--- src/rtl/delay_tile_sched_ctrl_if.sv ---
// Control, configuration and SRAM strobe/address bundle of the delay-tile scheduler.
// The stall member exists only when DELAY_SCHED_STALL_EN is defined.
interface delay_tile_sched_ctrl_if #(
    parameter int unsigned ADDR_W = 9,
    parameter int unsigned CNT_W  = 16
);
    logic              flush;
    logic              cfg_en;
    logic [ADDR_W-1:0] cfg_start_addr;
    logic [CNT_W-1:0]  cfg_delay;
    logic [CNT_W-1:0]  cfg_extent;
    logic              start;
`ifdef DELAY_SCHED_STALL_EN
    logic              stall;
`endif
    logic              wen;
    logic [ADDR_W-1:0] waddr;
    logic              ren;
    logic [ADDR_W-1:0] raddr;
    logic              out_valid;
    logic              busy;
    logic              done;
    logic              cfg_err;

    modport master (
`ifdef DELAY_SCHED_STALL_EN
        output stall,
`endif
        output flush, cfg_en, cfg_start_addr, cfg_delay, cfg_extent, start,
        input  wen, waddr, ren, raddr, out_valid, busy, done, cfg_err
    );

    modport slave (
`ifdef DELAY_SCHED_STALL_EN
        input  stall,
`endif
        input  flush, cfg_en, cfg_start_addr, cfg_delay, cfg_extent, start,
        output wen, waddr, ren, raddr, out_valid, busy, done, cfg_err
    );
endinterface

--- src/rtl/delay_tile_sched_ctrl.sv ---
// Static scheduler for one SRAM delay-line tile: writes N words from a runtime base
// address and reads each back D cycles later. Optional stall: DELAY_SCHED_STALL_EN.
module delay_tile_sched_ctrl #(
    parameter int unsigned ADDR_W = 9,
    parameter int unsigned DEPTH  = 512,
    parameter int unsigned CNT_W  = 16
) (
    input logic                    clk,
    input logic                    rst,
    delay_tile_sched_ctrl_if.slave bus
);
    localparam int unsigned T_W = CNT_W + 1;

    typedef enum logic [1:0] {IDLE, RUN, DRAIN, DONE} state_t;

    state_t            state;
    logic [ADDR_W-1:0] start_q;
    logic [CNT_W-1:0]  delay_q;
    logic [CNT_W-1:0]  extent_q;
    logic [T_W-1:0]    t_q;

    logic              wen_q;
    logic [ADDR_W-1:0] waddr_q;
    logic              ren_q;
    logic [ADDR_W-1:0] raddr_q;
    logic              out_valid_q;
    logic              busy_q;
    logic              done_q;
    logic              cfg_err_q;

    // A same-cycle cfg_en overrides the stored config for the start decision
    logic [ADDR_W-1:0] eff_start;
    logic [CNT_W-1:0]  eff_delay;
    logic [CNT_W-1:0]  eff_extent;
    logic              cfg_legal;

    assign eff_start  = bus.cfg_en ? bus.cfg_start_addr : start_q;
    assign eff_delay  = bus.cfg_en ? bus.cfg_delay      : delay_q;
    assign eff_extent = bus.cfg_en ? bus.cfg_extent     : extent_q;
    assign cfg_legal  = (eff_delay != '0) && (eff_delay <= CNT_W'(DEPTH - 1)) &&
                        (eff_extent != '0);

    // t_q is the next schedule slot to issue; slot 0 is issued on the start edge
    logic [T_W-1:0]    d_w;
    logic [T_W-1:0]    n_w;
    logic [T_W-1:0]    end_w;
    logic              slot_wen;
    logic              slot_ren;
    logic [ADDR_W-1:0] slot_waddr;
    logic [ADDR_W-1:0] slot_raddr;

    assign d_w        = T_W'(delay_q);
    assign n_w        = T_W'(extent_q);
    assign end_w      = d_w + n_w;
    assign slot_wen   = (t_q < n_w);
    assign slot_ren   = (t_q >= d_w) && (t_q < end_w);
    assign slot_waddr = ADDR_W'(T_W'(start_q) + t_q);
    assign slot_raddr = ADDR_W'(T_W'(start_q) + t_q - d_w);

    always_ff @(posedge clk) begin
        if (rst) begin
            state       <= IDLE;
            start_q     <= '0;
            delay_q     <= '0;
            extent_q    <= '0;
            t_q         <= '0;
            wen_q       <= 1'b0;
            waddr_q     <= '0;
            ren_q       <= 1'b0;
            raddr_q     <= '0;
            out_valid_q <= 1'b0;
            busy_q      <= 1'b0;
            done_q      <= 1'b0;
            cfg_err_q   <= 1'b0;
        end else begin
            out_valid_q <= ren_q;
            done_q      <= 1'b0;
            if (bus.flush) begin
                state       <= IDLE;
                t_q         <= '0;
                wen_q       <= 1'b0;
                ren_q       <= 1'b0;
                out_valid_q <= 1'b0;
                busy_q      <= 1'b0;
            end else begin
                case (state)
                    IDLE: begin
                        wen_q  <= 1'b0;
                        ren_q  <= 1'b0;
                        busy_q <= 1'b0;
                        if (bus.cfg_en) begin
                            start_q  <= bus.cfg_start_addr;
                            delay_q  <= bus.cfg_delay;
                            extent_q <= bus.cfg_extent;
                        end
                        if (bus.start) begin
                            if (cfg_legal) begin
                                // D >= 1, so slot 0 is always a write and never a read
                                state     <= RUN;
                                busy_q    <= 1'b1;
                                wen_q     <= 1'b1;
                                waddr_q   <= eff_start;
                                t_q       <= T_W'(1);
                                cfg_err_q <= 1'b0;
                            end else begin
                                cfg_err_q <= 1'b1;
                            end
                        end
                    end
                    RUN: begin
`ifdef DELAY_SCHED_STALL_EN
                        if (bus.stall) begin
                            wen_q <= 1'b0;
                            ren_q <= 1'b0;
                        end else
`endif
                        if (t_q == end_w) begin
                            state <= DRAIN;
                            wen_q <= 1'b0;
                            ren_q <= 1'b0;
                        end else begin
                            wen_q   <= slot_wen;
                            waddr_q <= slot_waddr;
                            ren_q   <= slot_ren;
                            raddr_q <= slot_raddr;
                            t_q     <= t_q + T_W'(1);
                        end
                    end
                    DRAIN: begin
                        state  <= DONE;
                        busy_q <= 1'b0;
                        done_q <= 1'b1;
                        t_q    <= '0;
                    end
                    default: begin
                        state <= IDLE;
                    end
                endcase
            end
        end
    end

    assign bus.wen       = wen_q;
    assign bus.waddr     = waddr_q;
    assign bus.ren       = ren_q;
    assign bus.raddr     = raddr_q;
    assign bus.out_valid = out_valid_q;
    assign bus.busy      = busy_q;
    assign bus.done      = done_q;
    assign bus.cfg_err   = cfg_err_q;
endmodule
--- src/flat_wrapper.sv ---
// flat-port wrapper written by rule: the top's interface ports become plain ports
module delay_tile_sched_ctrl_flat 
#(
    parameter int unsigned ADDR_W = 9,
    parameter int unsigned DEPTH  = 512,
    parameter int unsigned CNT_W  = 16
)
  (clk, rst, bus_flush, bus_cfg_en, bus_cfg_start_addr, bus_cfg_delay, bus_cfg_extent, bus_start, bus_wen, bus_waddr, bus_ren, bus_raddr, bus_out_valid, bus_busy, bus_done, bus_cfg_err);
  delay_tile_sched_ctrl_if #(.ADDR_W(ADDR_W), .CNT_W(CNT_W)) bus_i ();
  input logic clk;
  input logic rst;
  input wire logic [$bits(bus_i.flush)-1:0] bus_flush;
  input wire logic [$bits(bus_i.cfg_en)-1:0] bus_cfg_en;
  input wire logic [$bits(bus_i.cfg_start_addr)-1:0] bus_cfg_start_addr;
  input wire logic [$bits(bus_i.cfg_delay)-1:0] bus_cfg_delay;
  input wire logic [$bits(bus_i.cfg_extent)-1:0] bus_cfg_extent;
  input wire logic [$bits(bus_i.start)-1:0] bus_start;
  output wire logic [$bits(bus_i.wen)-1:0] bus_wen;
  output wire logic [$bits(bus_i.waddr)-1:0] bus_waddr;
  output wire logic [$bits(bus_i.ren)-1:0] bus_ren;
  output wire logic [$bits(bus_i.raddr)-1:0] bus_raddr;
  output wire logic [$bits(bus_i.out_valid)-1:0] bus_out_valid;
  output wire logic [$bits(bus_i.busy)-1:0] bus_busy;
  output wire logic [$bits(bus_i.done)-1:0] bus_done;
  output wire logic [$bits(bus_i.cfg_err)-1:0] bus_cfg_err;
  assign bus_i.flush = bus_flush;
  assign bus_i.cfg_en = bus_cfg_en;
  assign bus_i.cfg_start_addr = bus_cfg_start_addr;
  assign bus_i.cfg_delay = bus_cfg_delay;
  assign bus_i.cfg_extent = bus_cfg_extent;
  assign bus_i.start = bus_start;
  assign bus_wen = bus_i.wen;
  assign bus_waddr = bus_i.waddr;
  assign bus_ren = bus_i.ren;
  assign bus_raddr = bus_i.raddr;
  assign bus_out_valid = bus_i.out_valid;
  assign bus_busy = bus_i.busy;
  assign bus_done = bus_i.done;
  assign bus_cfg_err = bus_i.cfg_err;
  delay_tile_sched_ctrl #(.ADDR_W(ADDR_W), .DEPTH(DEPTH), .CNT_W(CNT_W)) u_core (.clk(clk), .rst(rst), .bus(bus_i));
endmodule
--- config.mk ---
export PLATFORM = sky130hd
export DESIGN_NAME = delay_tile_sched_ctrl_flat
export DESIGN_NICKNAME = d
export VERILOG_FILES = /design/src/rtl/delay_tile_sched_ctrl_if.sv /design/src/rtl/delay_tile_sched_ctrl.sv /design/src/flat_wrapper.sv
export SDC_FILE = /design/constraint.sdc
export NUM_CORES = 1
export LEC_CHECK = 0
export CAP_MARGIN = 15
export CORE_MARGIN = 4
export CORE_UTILIZATION = 50
export DETAILED_ROUTE_END_ITERATION = 12
export PLACE_DENSITY = 0.74
export SYNTH_ARGS = -nofsm -noshare
export SYNTH_HDL_FRONTEND = slang
export SYNTH_SLANG_ARGS = --single-unit
--- constraint.sdc ---
create_clock -name clk -period 4.1 [get_ports clk]
set_input_delay 0.615 -clock clk [delete_from_list [all_inputs] [get_ports clk]]
set_output_delay 0.615 -clock clk [all_outputs]
set_load 0.005 [all_outputs]
==> impl_metrics.json <==
{
  "yosys_warnings": 0,
  "max_slew_margin_pct": 28.6,
  "hp-class": "flop to flop",
  "clk_latency_ns": 0.36,
  "gp_congestion": 0.977,
  "clock_sinks": 84,
  "syn_nets": 883,
  "final.min_clock_period_ns": 4.23,
  "drc_errors": 0,
  "n_antenna_cell": 0,
  "clockRootBuffer": "clkbuf_16",
  "fin_nets": 992,
  "yosys.area.top_type": "dfxtp_1",
  "synth_top_cell_area_share_pct": 27.6,
  "initialDrtViolationCount": 361,
  "ys.flop_type": "dfxtp_1",
  "grt_pass1_vias": 5884,
  "hpwl_mm": 13.6,
  "routedWlPerCell_um": 17.5,
  "fin_cells": 1010,
  "floorplan.initialDensity_pct": 50.8,
  "rsz0062_at_grt": "yes",
  "synth-edff-count": 0,
  "clk_path_buf_depth": 2,
  "routed_via_density": 5.78,
  "rr_worst_depth": 20,
  "worstPathMaxFanout": 6,
  "setup_slack_ns": -0.129,
  "syn2layout_area_growth_pct": 28.0,
  "endpoint_kind": "flop",
  "nFillCells": 975,
  "ys_seq_elements": 84,
  "die_h_um": 118,
  "die_w_um": 118,
  "drive_above_1_share_pct": 13.2,
  "first_pass_iters": 5,
  "core-area_um2": 12000,
  "crit_arrival_ns": 4.45,
  "routed_wl_mm": 17.6,
  "min_path_cells": 2,
  "tightest_slew_ns": 1.07,
  "critPathLaunchType": "flop",
  "status": "finished, violations left",
  "dr_total_vias": 5838,
  "synth.yosys.seq_area_share_pct": 27.6,
  "leakagePower_nw": 3.25,
  "dpl.cell_count": 983,
  "powerDensity_nw_per_um2": 290,
  "dieArea_um2": 14000,
  "netlist_area_um2": 6080,
  "multi_input_area_um2": 4280,
  "regArea_um2": 1680,
  "cts_buffers": 9,
  "ys_types": 65,
  "required_ns": 4.32,
  "timing.final.crit_share_pct": 103,
  "setup_viol": 12,
  "yosys-top-cells-area": "dfxtp_1, ha_1, nand2_1, a21oi_1, nor2_1",
  "ir_drop_mv": 0.178,
  "drv_slew": 0,
  "clk_pin_slew_ns": 0.06,
  "tns_ns": -0.951,
  "violations": "negative setup slack",
  "h-tree-depth": 3,
  "syn_inst": 749,
  "grt_overflow": 0,
  "ios": 70,
  "avgSynthCellArea_um2": 8.12,
  "holdWs_ns": 0.476,
  "grt_pass1_wl_mm": 29.1,
  "ant_nets": 0,
  "portBuffers": 69,
  "cap_viol_max_count": 0,
  "ctsHoldBuffers": 0,
  "critical_path_class": "flop to flop",
  "finalHoldViolCount": 0,
  "num_rows": 40,
  "grt_max_degree": 62,
  "max_freq_ghz": 0.236,
  "skew_ns": 0.00950,
  "cts_tree": "built",
  "antenna_found_initial": 0,
  "grt.total_usage_pct": 25.6,
  "synthArstFlopShare_pct": 0
}
[power by group]
group | switching [mW] | internal, mW
logic | 0.252 | 0.226
registers | 0.0265 | 0.844
clock network | 0.345 | 0.569
[final cells by class]
cell class                 instances  share of cell area (%)
clock inverter                     3                   0.884
clock buffer                      13                    3.34
inverter                          42                    2.02
multi-input combinational        595                    55.0
tap                              147                    2.36
sequential                        84                    21.6
timing repair buffer             126                    14.8
[metal layers]
layer	GRT usage, %	routed length [µm]	vias to the layer above	share of wire, %
li1	-	-	2896	-
met1	33.8	7960	2747	45
met2	42.4	8330	167	47
met3	3.64	960	28	5.4
met4	10.0	400	0	2.3
met5	0	0	-	0
[flip-flops by register name, summed over array words and instances (netlist names)]
| name | cells |
|---|---|
| u_core.bus.ren | 1 |
| u_core.bus.busy | 1 |
| u_core.extent_q | 16 |
| u_core.t_q | 17 |
| u_core.bus.out_valid | 1 |
| u_core.bus.raddr | 9 |
| u_core.bus.waddr | 9 |
| u_core.bus.wen | 1 |
| u_core.state | 2 |
| u_core.bus.cfg_err | 1 |
| u_core.delay_q | 16 |
| u_core.bus.done | 1 |
| u_core.start_q | 9 |
[stage by stage]
stage | instance area, µm² | setup WS, ns | power [mW] | utilization [%]
finish | 7790 | -0.129 | 2.26 | 65.1
global route | 7790 | -0.320 | 2.35 | 65.1
CTS | 7610 | -0.0514 | 2.25 | 63.6
detailed placement | 7190 | -0.440 | 1.34 | 60.1
global placement | 7190 | -0.299 | 1.32 | 60.1
floorplan | 6100 | 0.0106 | 1.17 | -
[path summary, 6_finish.rpt]
path | from | endpoint | slack [ns]
setup reg to reg | u_core.extent_q[0] | u_core.bus.waddr[1] | -0.13
hold / removal | u_core.bus.waddr[2] | u_core.bus.waddr[2] | 0.48
setup / recovery | u_core.extent_q[0] | u_core.bus.waddr[1] | -0.13
hold reg to reg | u_core.bus.waddr[2] | u_core.bus.waddr[2] | 0.48
[logic make-up (layout without fill, tap and decap cells)]
family | count (synthesis) | count (layout) | synth area share [%]
mux | 19 | 19 | 3.13
buf+inv | 70 | 184 | 4.69
xor+xnor | 33 | 33 | 4.98
simple gates | 268 | 268 | 21.3
fa+ha+maj | 88 | 88 | 18.5
compound gates | 187 | 187 | 19.8
flops | 84 | 84 | 27.6
[repair_timing]
action | CTS | global route
gates resized for setup | 18 | 24
buffers inserted | 4 | 7
pin swaps | 22 | 28
endpoints found under the setup margin | 39 | 39
[worst max-delay path: stages (launching register included)]
cell and delay [ns]:
dfxtp_2 0.34, ha_4 0.16, fa_2 0.35, a21oi_2 0.17
a2bb2oi_2 0.18, a21oi_2 0.08, a211o_1 0.28, a21o_1 0.20
a21o_1 0.20, a311oi_4 0.33, xor2_1 0.19, ha_1 0.27
nand4_1 0.10, nor2_1 0.07, buf_4 0.13, nand4_1 0.13
nand2_2 0.08, or3_4 0.44, buf_6 0.16, mux2i_2 0.16
nor2_1 0.05
[layout by cell type (no fill, tap or decap), drive strengths merged, types with 19 or more instances in the layout]
master,count
nand2,102
ha,85
o21ai,31
dfxtp,84
inv,42
a21oi,74
buf,58
clkdlybuf4s50,68
mux2i,19
nor2,58
[synth_stat cells, types with 2 or more instances]
library cell,number
nor2b_1,9
a211o_1,4
buf_6,2
xnor2_1,18
a311oi_1,3
a22oi_1,4
a211oi_1,14
buf_2,3
ha_1,85
nand4_1,9
clkbuf_1,21
or2_2,4
or3_1,5
mux2i_1,19
a2111oi_0,4
and2_1,7
nand2_1,101
o22ai_1,2
and3_1,8
a31oi_1,6
xor2_1,14
a21o_1,16
o21ai_0,30
dfxtp_1,84
nand3b_1,2
nand2b_1,8
nand3_1,17
inv_1,42
nor2_1,58
nor3_1,13
o21a_1,7
nor4_1,14
a21oi_1,73
o31ai_1,3
nand4b_1,2
nor3b_1,3
fa_1,3
o21bai_1,4
o2bb2ai_1,2
(Power assumes the default switching activity.)
